## src/rtl/change_dispenser_pkg.sv

```systemverilog
// Shared types and constants for the change dispenser (coin hopper pay-out stage).
// Optional coin tally counters are enabled with the COIN_TALLY_EN macro.
package change_pkg;

  localparam int unsigned CHANGE_W_DEF       = 5;
  localparam int unsigned COIN_W_DEF         = 4;
  localparam int unsigned HOPPER_TIMEOUT_DEF = 16;
  localparam int unsigned TALLY_W            = 8;

  localparam int unsigned COIN_1  = 1;
  localparam int unsigned COIN_5  = 5;
  localparam int unsigned COIN_10 = 10;

  typedef enum logic [2:0] {
    IDLE    = 3'd0,
    SELECT  = 3'd1,
    EJECT   = 3'd2,
    RELEASE = 3'd3,
    DONE    = 3'd4,
    FAULT   = 3'd5
  } state_e;

endpackage

```

## src/rtl/change_dispenser_if.sv

```systemverilog
// Controller/hopper-facing bundle of the change dispenser.
// Tally outputs exist only when COIN_TALLY_EN is defined.
interface change_dispenser_if #(
  parameter int unsigned CHANGE_W = change_pkg::CHANGE_W_DEF,
  parameter int unsigned COIN_W   = change_pkg::COIN_W_DEF
) ();

  logic [CHANGE_W-1:0] change;
  logic                change_valid;
  logic                eject_ack;
  logic                fault_clr;
  logic [COIN_W-1:0]   coin_out;
  logic                eject;
  logic                busy;
  logic                done;
  logic                fault;
  logic [CHANGE_W-1:0] remaining;
`ifdef COIN_TALLY_EN
  logic [change_pkg::TALLY_W-1:0] tally_10;
  logic [change_pkg::TALLY_W-1:0] tally_5;
  logic [change_pkg::TALLY_W-1:0] tally_1;

  modport master (
    output change, change_valid, eject_ack, fault_clr,
    input  coin_out, eject, busy, done, fault, remaining, tally_10, tally_5, tally_1
  );
  modport slave (
    input  change, change_valid, eject_ack, fault_clr,
    output coin_out, eject, busy, done, fault, remaining, tally_10, tally_5, tally_1
  );
`else
  modport master (
    output change, change_valid, eject_ack, fault_clr,
    input  coin_out, eject, busy, done, fault, remaining
  );
  modport slave (
    input  change, change_valid, eject_ack, fault_clr,
    output coin_out, eject, busy, done, fault, remaining
  );
`endif

endinterface

```

## src/rtl/change_dispenser_denom_select.sv

```systemverilog
// Greedy coin picker: largest denomination not exceeding the amount still owed.
module change_dispenser_denom_select
  import change_pkg::*;
#(
  parameter int unsigned CHANGE_W = CHANGE_W_DEF,
  parameter int unsigned COIN_W   = COIN_W_DEF
) (
  input  logic [CHANGE_W-1:0] remaining_i,
  output logic [COIN_W-1:0]   coin_c_o,
  output logic                zero_c_o
);

  always_comb begin
    coin_c_o = '0;
    zero_c_o = 1'b0;
    if (remaining_i >= CHANGE_W'(COIN_10)) begin
      coin_c_o = COIN_W'(COIN_10);
    end else if (remaining_i >= CHANGE_W'(COIN_5)) begin
      coin_c_o = COIN_W'(COIN_5);
    end else if (remaining_i >= CHANGE_W'(COIN_1)) begin
      coin_c_o = COIN_W'(COIN_1);
    end else begin
      zero_c_o = 1'b1;
    end
  end

endmodule

```

## src/rtl/change_dispenser.sv

```systemverilog
// Pays out a change amount coin by coin through a four-phase hopper handshake.
// Define COIN_TALLY_EN to add saturating per-denomination coin counters.
module change_dispenser
  import change_pkg::*;
#(
  parameter int unsigned CHANGE_W       = CHANGE_W_DEF,
  parameter int unsigned COIN_W         = COIN_W_DEF,
  parameter int unsigned HOPPER_TIMEOUT = HOPPER_TIMEOUT_DEF
) (
  input logic               clk,
  input logic               rst,
  change_dispenser_if.slave bus
);

  localparam int unsigned    TMR_W   = (HOPPER_TIMEOUT > 2) ? $clog2(HOPPER_TIMEOUT) : 1;
  localparam logic [TMR_W-1:0] TMR_MAX = TMR_W'(HOPPER_TIMEOUT - 1);

  localparam logic [2:0] ST_IDLE    = 3'(IDLE);
  localparam logic [2:0] ST_SELECT  = 3'(SELECT);
  localparam logic [2:0] ST_EJECT   = 3'(EJECT);
  localparam logic [2:0] ST_RELEASE = 3'(RELEASE);
  localparam logic [2:0] ST_DONE    = 3'(DONE);
  localparam logic [2:0] ST_FAULT   = 3'(FAULT);

  logic [2:0]          state_q,     state_d;
  logic [COIN_W-1:0]   coin_q,      coin_d;
  logic                eject_q,     eject_d;
  logic                busy_q,      busy_d;
  logic                done_q,      done_d;
  logic                fault_q,     fault_d;
  logic [CHANGE_W-1:0] remaining_q, remaining_d;
  logic [TMR_W-1:0]    timer_q,     timer_d;

  logic [COIN_W-1:0]   sel_coin_c;
  logic                sel_zero_c;

  change_dispenser_denom_select #(
    .CHANGE_W (CHANGE_W),
    .COIN_W   (COIN_W)
  ) u_denom_select (
    .remaining_i (remaining_q),
    .coin_c_o    (sel_coin_c),
    .zero_c_o    (sel_zero_c)
  );

  // Next-state and registered-output logic
  always_comb begin
    state_d     = state_q;
    coin_d      = coin_q;
    eject_d     = eject_q;
    busy_d      = busy_q;
    done_d      = 1'b0;
    fault_d     = fault_q;
    remaining_d = remaining_q;
    timer_d     = timer_q;
    case (state_q)
      ST_IDLE: begin
        if (bus.change_valid) begin
          remaining_d = bus.change;
          busy_d      = 1'b1;
          state_d     = ST_SELECT;
        end
      end
      ST_SELECT: begin
        if (sel_zero_c) begin
          done_d  = 1'b1;
          busy_d  = 1'b0;
          state_d = ST_DONE;
        end else begin
          coin_d  = sel_coin_c;
          eject_d = 1'b1;
          timer_d = '0;
          state_d = ST_EJECT;
        end
      end
      ST_EJECT: begin
        if (bus.eject_ack) begin
          eject_d     = 1'b0;
          coin_d      = '0;
          remaining_d = remaining_q - CHANGE_W'(coin_q);
          timer_d     = '0;
          state_d     = ST_RELEASE;
        end else if (timer_q == TMR_MAX) begin
          eject_d = 1'b0;
          coin_d  = '0;
          fault_d = 1'b1;
          state_d = ST_FAULT;
        end else begin
          timer_d = timer_q + TMR_W'(1);
        end
      end
      ST_RELEASE: begin
        if (!bus.eject_ack) begin
          state_d = ST_SELECT;
        end else if (timer_q == TMR_MAX) begin
          fault_d = 1'b1;
          state_d = ST_FAULT;
        end else begin
          timer_d = timer_q + TMR_W'(1);
        end
      end
      ST_DONE: begin
        state_d = ST_IDLE;
      end
      ST_FAULT: begin
        // Busy and the unpaid amount stay visible until the controller clears the fault
        if (bus.fault_clr) begin
          fault_d     = 1'b0;
          busy_d      = 1'b0;
          remaining_d = '0;
          state_d     = ST_IDLE;
        end
      end
      default: begin
        state_d = ST_IDLE;
      end
    endcase
  end

  always_ff @(posedge clk or negedge rst) begin
    if (!rst) begin
      state_q     <= ST_IDLE;
      coin_q      <= '0;
      eject_q     <= 1'b0;
      busy_q      <= 1'b0;
      done_q      <= 1'b0;
      fault_q     <= 1'b0;
      remaining_q <= '0;
      timer_q     <= '0;
    end else begin
      state_q     <= state_d;
      coin_q      <= coin_d;
      eject_q     <= eject_d;
      busy_q      <= busy_d;
      done_q      <= done_d;
      fault_q     <= fault_d;
      remaining_q <= remaining_d;
      timer_q     <= timer_d;
    end
  end

  assign bus.coin_out  = coin_q;
  assign bus.eject     = eject_q;
  assign bus.busy      = busy_q;
  assign bus.done      = done_q;
  assign bus.fault     = fault_q;
  assign bus.remaining = remaining_q;

`ifdef COIN_TALLY_EN
  logic [TALLY_W-1:0] tally_10_q, tally_10_d;
  logic [TALLY_W-1:0] tally_5_q,  tally_5_d;
  logic [TALLY_W-1:0] tally_1_q,  tally_1_d;
  logic               paid_c;

  assign paid_c = (state_q == ST_EJECT) && bus.eject_ack;

  // Saturating count of acknowledged coins per denomination
  always_comb begin
    tally_10_d = tally_10_q;
    tally_5_d  = tally_5_q;
    tally_1_d  = tally_1_q;
    if (paid_c) begin
      if ((coin_q == COIN_W'(COIN_10)) && (tally_10_q != '1)) tally_10_d = tally_10_q + TALLY_W'(1);
      if ((coin_q == COIN_W'(COIN_5))  && (tally_5_q  != '1)) tally_5_d  = tally_5_q  + TALLY_W'(1);
      if ((coin_q == COIN_W'(COIN_1))  && (tally_1_q  != '1)) tally_1_d  = tally_1_q  + TALLY_W'(1);
    end
  end

  always_ff @(posedge clk or negedge rst) begin
    if (!rst) begin
      tally_10_q <= '0;
      tally_5_q  <= '0;
      tally_1_q  <= '0;
    end else begin
      tally_10_q <= tally_10_d;
      tally_5_q  <= tally_5_d;
      tally_1_q  <= tally_1_d;
    end
  end

  assign bus.tally_10 = tally_10_q;
  assign bus.tally_5  = tally_5_q;
  assign bus.tally_1  = tally_1_q;
`endif

endmodule

```

## src/flat_wrapper.sv

```systemverilog
// flat-port wrapper written by rule: the top's interface ports become plain ports
module change_dispenser_flat import change_pkg::*;
#(
  parameter int unsigned CHANGE_W       = CHANGE_W_DEF,
  parameter int unsigned COIN_W         = COIN_W_DEF,
  parameter int unsigned HOPPER_TIMEOUT = HOPPER_TIMEOUT_DEF
)
  (clk, rst, bus_change, bus_change_valid, bus_eject_ack, bus_fault_clr, bus_coin_out, bus_eject, bus_busy, bus_done, bus_fault, bus_remaining);
  change_dispenser_if #(.CHANGE_W(CHANGE_W), .COIN_W(COIN_W)) bus_i ();
  input logic clk;
  input logic rst;
  input wire logic [$bits(bus_i.change)-1:0] bus_change;
  input wire logic [$bits(bus_i.change_valid)-1:0] bus_change_valid;
  input wire logic [$bits(bus_i.eject_ack)-1:0] bus_eject_ack;
  input wire logic [$bits(bus_i.fault_clr)-1:0] bus_fault_clr;
  output wire logic [$bits(bus_i.coin_out)-1:0] bus_coin_out;
  output wire logic [$bits(bus_i.eject)-1:0] bus_eject;
  output wire logic [$bits(bus_i.busy)-1:0] bus_busy;
  output wire logic [$bits(bus_i.done)-1:0] bus_done;
  output wire logic [$bits(bus_i.fault)-1:0] bus_fault;
  output wire logic [$bits(bus_i.remaining)-1:0] bus_remaining;
  assign bus_i.change = bus_change;
  assign bus_i.change_valid = bus_change_valid;
  assign bus_i.eject_ack = bus_eject_ack;
  assign bus_i.fault_clr = bus_fault_clr;
  assign bus_coin_out = bus_i.coin_out;
  assign bus_eject = bus_i.eject;
  assign bus_busy = bus_i.busy;
  assign bus_done = bus_i.done;
  assign bus_fault = bus_i.fault;
  assign bus_remaining = bus_i.remaining;
  change_dispenser #(.CHANGE_W(CHANGE_W), .COIN_W(COIN_W), .HOPPER_TIMEOUT(HOPPER_TIMEOUT)) u_core (.clk(clk), .rst(rst), .bus(bus_i));
endmodule
```

## config.mk

```make
export PLATFORM = sky130hd
export DESIGN_NAME = change_dispenser_flat
export DESIGN_NICKNAME = d
export VERILOG_FILES = /design/src/rtl/change_dispenser_pkg.sv /design/src/rtl/change_dispenser_if.sv /design/src/rtl/change_dispenser_denom_select.sv /design/src/rtl/change_dispenser.sv /design/src/flat_wrapper.sv
export SDC_FILE = /design/constraint.sdc
export NUM_CORES = 1
export LEC_CHECK = 0
export ABC_AREA = 1
export BUFFER_PORTS_ARGS = -buffer_cell sky130_fd_sc_hd__buf_2
export CAP_MARGIN = 10
export CELL_PAD_IN_SITES_DETAIL_PLACEMENT = 2
export CELL_PAD_IN_SITES_GLOBAL_PLACEMENT = 2
export CORE_MARGIN = 3
export CORE_UTILIZATION = 30
export CTS_BUF_LIST = sky130_fd_sc_hd__clkbuf_4 sky130_fd_sc_hd__clkbuf_8 sky130_fd_sc_hd__clkbuf_16
export CTS_CLUSTER_DIAMETER = 200
export DETAILED_ROUTE_END_ITERATION = 12
export PLACE_DENSITY = 0.83
export SYNTH_ARGS = -nofsm -noshare
export SYNTH_HDL_FRONTEND = slang
export SYNTH_SLANG_ARGS = --single-unit
export TNS_END_PERCENT = 30
```

## constraint.sdc

```tcl
create_clock -name clk -period 1.7 [get_ports clk]
set_input_delay 0.085 -clock clk [delete_from_list [all_inputs] [get_ports clk]]
set_output_delay 0.085 -clock clk [all_outputs]
set_load 0.01 [all_outputs]
```

After elaboration in Yosys (flattened, before gate mapping)
Cells that the tools add are included.
{"block": "totals", "ram_bits": 0, "latch_bits": 0, "wordCells": 78, "mem_count": 0, "reg_bits": 20, "input_bits": 10, "output_inout_bits": 13, "mem_bits_ro": 0}
{"block": "op_classes", "n_addsub": 2, "mul": 0, "div": 0, "reduce_logical": 12, "n_bitwise": 0, "mux": 40, "shift": 0, "n_eq_ne": 13, "magnitude_cmp": 3}
{"op": "$mux 4", "n": 8}
{"op": "$mux 3", "n": 7}
{"op": "$mux 1", "n": 15}
{"op": "$mux 5", "n": 3}
{"op": "$pmux 3 s5", "n": 1}
{"op": "$pmux 5 s3", "n": 1}
{"op": "$ne 2x2->1 const B", "n": 6}
{"op": "$pmux 4 s3", "n": 1}
{"op": "$reduce_and 4->1", "n": 3}
{"op": "$reduce_bool 3->1", "n": 4}
{"op": "$pmux 4 s2", "n": 1}
{"op": "$eq 3x2->1 const B", "n": 2}
{"op": "$pmux 1 s3", "n": 2}
{"op": "$reduce_and 3->1", "n": 2}
{"op": "$ge 5x1->1 const B", "n": 1}
{"op": "$ge 5x3->1 const B", "n": 1}
{"op": "$ge 5x4->1 const B", "n": 1}
{"op": "$sub 5x4->5", "n": 1}
{"op": "$add 4x1->4 const B", "n": 1}
{"op": "$eq 4x4->1 const B", "n": 1}
{"op": "$eq 3x1->1 const B", "n": 1}
{"op": "$eq 3x3->1 const B", "n": 1}
{"op": "$logic_not 3->1", "n": 1}
{"op": "$ne 3x2->1 const B", "n": 1}
{"op": "other kinds (4)", "n": 4}

Depth between registers and ports, before layout
{"block": "logic_depth", "depth_word": 6, "ltp_mapped": 11, "mapped_depth_nobuf": 11}

Hierarchy
A second synthesis with hierarchy kept.
{"block": "unflattened", "hier_cells": 209, "area_unflattened_um2": 1383.8}
{"module": "change_dispenser", "n_inst": 1, "area_each_um2": 1298.7, "seq_area_each_um2": 500.5, "cells_each": 191}
{"module": "change_dispenser_denom_select", "n_inst": 1, "area_each_um2": 85.1, "seq_area_each_um2": 0.0, "cells_each": 18}

Worst setup path after synthesis
Ideal clock, no wire load.
{"block": "synth_timing", "path_kind": "register to register", "from": "register u_core.remaining_q[0], in the netlist u_core.bus.remaining[0]", "to": "register u_core.remaining_q[2], in the netlist u_core.bus.remaining[2]", "t_arrival_ns": 1.540, "slack_ns": 0.044, "period_less_slack_ns": 1.656, "required_time_ns": 1.584, "n_path_buf": 0, "stages_incl_launch_ff": 10, "setup_ns": 0.116, "cell_sequence": "dfrtp_1 inv_1 ha_1 inv_1 fa_1 or2_2 nand3_1 nand2_1 nand2_1 nand2_1"}
{"block": "synth_via", "elab_chain_cells": 3}
{"element": "start: declaration", "line_no": "change_dispenser.sv:31", "source": "logic [CHANGE_W-1:0] remaining_q, remaining_d;"}
{"element": "start signal: assignment", "line_no": "change_dispenser.sv:137", "source": "remaining_q <= remaining_d;"}
{"element": "$sub 5x4->5", "line_no": "change_dispenser.sv:80", "source": "remaining_d = remaining_q - CHANGE_W'(coin_q);"}
{"element": "$mux 5", "line_no": "change_dispenser.sv:77", "source": "if (bus.eject_ack) begin"}
{"element": "$pmux 5 s3", "line_no": "change_dispenser.sv:56", "source": "case (state_q)"}
Every way passes these cells. The select of a mux whose other input is x is not followed.
A chain may end at the register's enable or synchronous reset.

Worst setup path in the final report
Same ends and word-level chain as after synthesis.

==> results.py <==
metrics = {
    "sta": {
        "timing_hold_violations_final": 0,
        "transition_time_at_the_pin_with_the_least_slew_margin_ns": 0.486,
        "remaining_max_slew_budget_at_the_tightest_pin_pct": 67.6,
        "report.final.slew_viol_count": 0,
        "final_min_period_over_clock_period_pct": 97.2,
        "setup_ws_ns": 0.0473,
        "totalNegativeSetupSlack_ns": 0,
        "max_freq_mhz": 605,
        "final_hold_slack_ns": 0.101,
        "layout_min_cycle_time_ns": 1.65,
        "timing.final.setup_violations": 0,
        "clock_skew_ns": 0.00404,
    },
    "setup_path": {
        "worstSetupPathType": "flop to flop",
        "critPathLaunchType": "flop",
        "cp_data_arrival_time_ns": 1.81,
        "critical_path.cell_chain": "inv_2, ha_4, inv_2, fa_2, or2_4, nand3_2, nand2_2, nand2_1, nand2_1",
        "critical-path-max-stage-delay_ns": 0.40,
        "worst_setup_path_end_kind": "flop",
        "worst-path-buf-inv": 2,
        "cp_max_fo": 3,
        "worst_path_max_delay_cell": "dfrtp_1",
        "worst-endpoint-required_ns": 1.86,
        "critical-path-top-delay-family": "adder cells",
    },
    "finish": {
        "antenna-diode-count": 0,
        "finish.utilization_pct": 38.2,
        "final_layout_size_suffix_gt1_share_pct": 25.0,
        "layout.nets": 229,
        "area_delta_synth_final_pct": 22.0,
    },
    "place": {
        "numPortBuffers": 22,
        "place_ws_ns": -0.0354,
        "routabilityCongestion": 0.808,
        "hpwlAfterDp_mm": 3.20,
    },
    "floorplan": {
        "initial_utilization_pct": 31.3,
        "top_level_ports": 23,
        "floorplan.die_area_um2": 5050,
        "die_h_um": 71.1,
        "rows": 23,
        "area_of_the_core_um2": 4060,
        "chipWidth_um": 71.1,
    },
    "clock_tree": {
        "clock_insertion_delay_worst_skew_ns": 0.26,
        "cts_inserted_buffers": 3,
        "number_of_clock_sinks_seen_by_cts": 19,
        "max-clock-path-buffers": 2,
        "ctsHtreeMaxLevel": 1,
        "cts.reportedPaths.clkPinSlew_ns": 0.08,
        "cts_root_buf": "clkbuf_8",
        "tritoncts": "yes",
    },
    "route": {
        "vias": 1277,
        "antenna_violating_nets_post_route": 0,
        "drt_first_pass_iters": 4,
        "drt_drc": 0,
        "postRouteWirelength_mm": 4.19,
        "post_drt_via_cell_ratio": 4.87,
        "wl_per_cell_um": 16.0,
        "drt_iter0_drc": 28,
    },
    "synth": {
        "synth_edf_count": 0,
        "mappedNetlistNets": 199,
        "yosys_warnings": 0,
        "postSynthRegisterBits": 19,
        "seq_area_frac_synth_pct": 37.4,
        "mappedNetlistArea_um2": 1270,
        "synth.top_cell.area_share_pct": 37.4,
        "dominantRegCellSynth": "dfrtp_1",
        "synth_area_leader_cell": "dfrtp_1",
        "share_of_async_settable_or_async_resettable_flops_after_synthesis_pct": 100,
        "post_synth_inst_count": 183,
        "synth.top_cells.by_count": "77 x nand2_1, 23 x inv_1, 20 x nand3_1",
        "synthMostInstantiatedCell": "nand2_1",
        "synth_cell_type_count": 23,
        "syn_avg_cell_area_um2": 6.95,
        "synthTopCellsByArea": "dfrtp_1 37%, nand2_1 23%, nand3_1 7.9%",
    },
    "pwr": {
        "power_frac_comb_pct": 64.0,
        "ir_worst_vdd_v": 0.000683,
        "p_per_area_nw_per_um2": 2080,
        "net-switching-power_mw": 1.68,
        "intPower_mw": 1.55,
        "design_power_total_mw": 3.23,
        "leakage_nw": 0.886,
        "p_clk_share_pct": 11.0,
        "switching_share_pct": 52.0,
        "power.sequential.fraction_pct": 25.1,
    },
    "worst_hold_path": {
        "hold_path_class": "primary input to flop",
    },
    "global_routing": {
        "largest_net_degree_at_the_start_of_global_routing": 20,
        "gr-usage-all-layers_pct": 17.7,
        "grt_overflow": 0,
        "grt_first_pass_wirelength_mm": 6.96,
        "first_global_vias": 1454,
        "grt_antenna_before_repair": 0,
    },
    "job": {
        "timing.max_cap.violations": 0,
    },
    "status": {
        "run_status": "completed",
    },
}
tightest hold or removal path: stages:
cell and delay [ns]:
buf_2 0.10, nand2_1 0.07, nand3_1 0.08
flip-flops by register name, indices dropped and copies added (netlist names):
name                  flops
u_core.bus.busy           1
u_core.bus.remaining      5
u_core.bus.fault          1
u_core.state_q            3
u_core.timer_q            4
u_core.bus.coin_out       3
u_core.bus.eject          1
u_core.bus.done           1
through the flow:
stage | instance area (um2) | cells
2_1_floorplan | 1270 | 183
4_1_cts | 1510 | 261
3_3_place_gp | 1450 | 256
6_report | 1550 | 262
5_1_grt | 1550 | 262
3_5_place_dp | 1450 | 256
metal layers:
metal	GRT usage (%)	wire length, um	vias up
met2	33.3	2340	12
met1	20.8	1740	633
met3	2.27	83	2
met4	5.01	22	0
met5	0	0	-
li1	-	-	630
power groups by stage:
stage          sequential [mW]  clock, mW  combinational (mW)
2_1_floorplan            0.844          0                1.26
5_1_grt                  0.845      0.391                2.37
4_1_cts                  0.804      0.369                1.98
6_report                 0.809      0.353                2.06
3_5_place_dp             0.810          0                1.93
3_3_place_gp             0.789          0                1.82
kinds of logic after synthesis:
group	Yosys count	synth area share, %
AO/OA/AOI/OAI	13	6.10
AND/OR/NAND/NOR	118	41.7
adder cells (fa/ha/maj)	6	6.50
flip-flops	19	37.4
buffers and inverters	27	8.27
path summary, 6_finish.rpt:
| path | startpoint | end | slack (ns) | cells after the start |
|---|---|---|---|---|
| max | u_core.bus.remaining[0] | u_core.bus.remaining[2] | 0.05 | 9 |
| min | bus_eject_ack | u_core.state_q[1] | 0.10 | 3 |
| max reg2reg | u_core.bus.remaining[0] | u_core.bus.remaining[2] | 0.05 | 9 |
| min reg2reg | u_core.bus.busy | u_core.bus.busy | 0.48 | 2 |
| max in group asynchronous | rst | u_core.timer_q[0] | 1.06 | 2 |
| min in group asynchronous | rst | u_core.bus.eject | 0.31 | 2 |
cell usage in the layout (no fill, tap or decap), types with 2 or more instances in the layout:
cell | netlist | routed
dfrtp_1 | 19 | 19
o21ai_1 | 3 | 3
clkbuf_8 | 0 | 3
nor2_1 | 4 | 4
inv_1 | 23 | 21
buf_4 | 1 | 3
nand4_1 | 2 | 2
nand2_1 | 77 | 76
nand3b_1 | 2 | 2
nor2_4 | 3 | 3
nand3_2 | 0 | 2
buf_2 | 0 | 22
nand2_2 | 2 | 3
ha_1 | 5 | 4
nor2_2 | 4 | 4
nor3_1 | 2 | 2
a21oi_1 | 6 | 5
nand3_1 | 20 | 18
inv_2 | 3 | 5
area by class of cell:
type | count | area (um2)
Fill cell | 510 | 2510
Clock buffer | 4 | 48.8
Tap cell | 50 | 62.6
Sequential cell | 19 | 475
Timing Repair Buffer | 26 | 143
Inverter | 26 | 97.6
Multi-Input combinational cell | 137 | 724
what timing repair did:
item / in CTS / in global routing
gates cloned: 0 / 0
pin swaps: 0 / 3
endpoints found under the hold margin: 19 / 0
hold buffers: 1 / 0
setup endpoints to repair: 1 / 2
buffers inserted: 0 / 1
resized for setup: 1 / 9
Note: power is estimated with default switching activity, not from simulation.
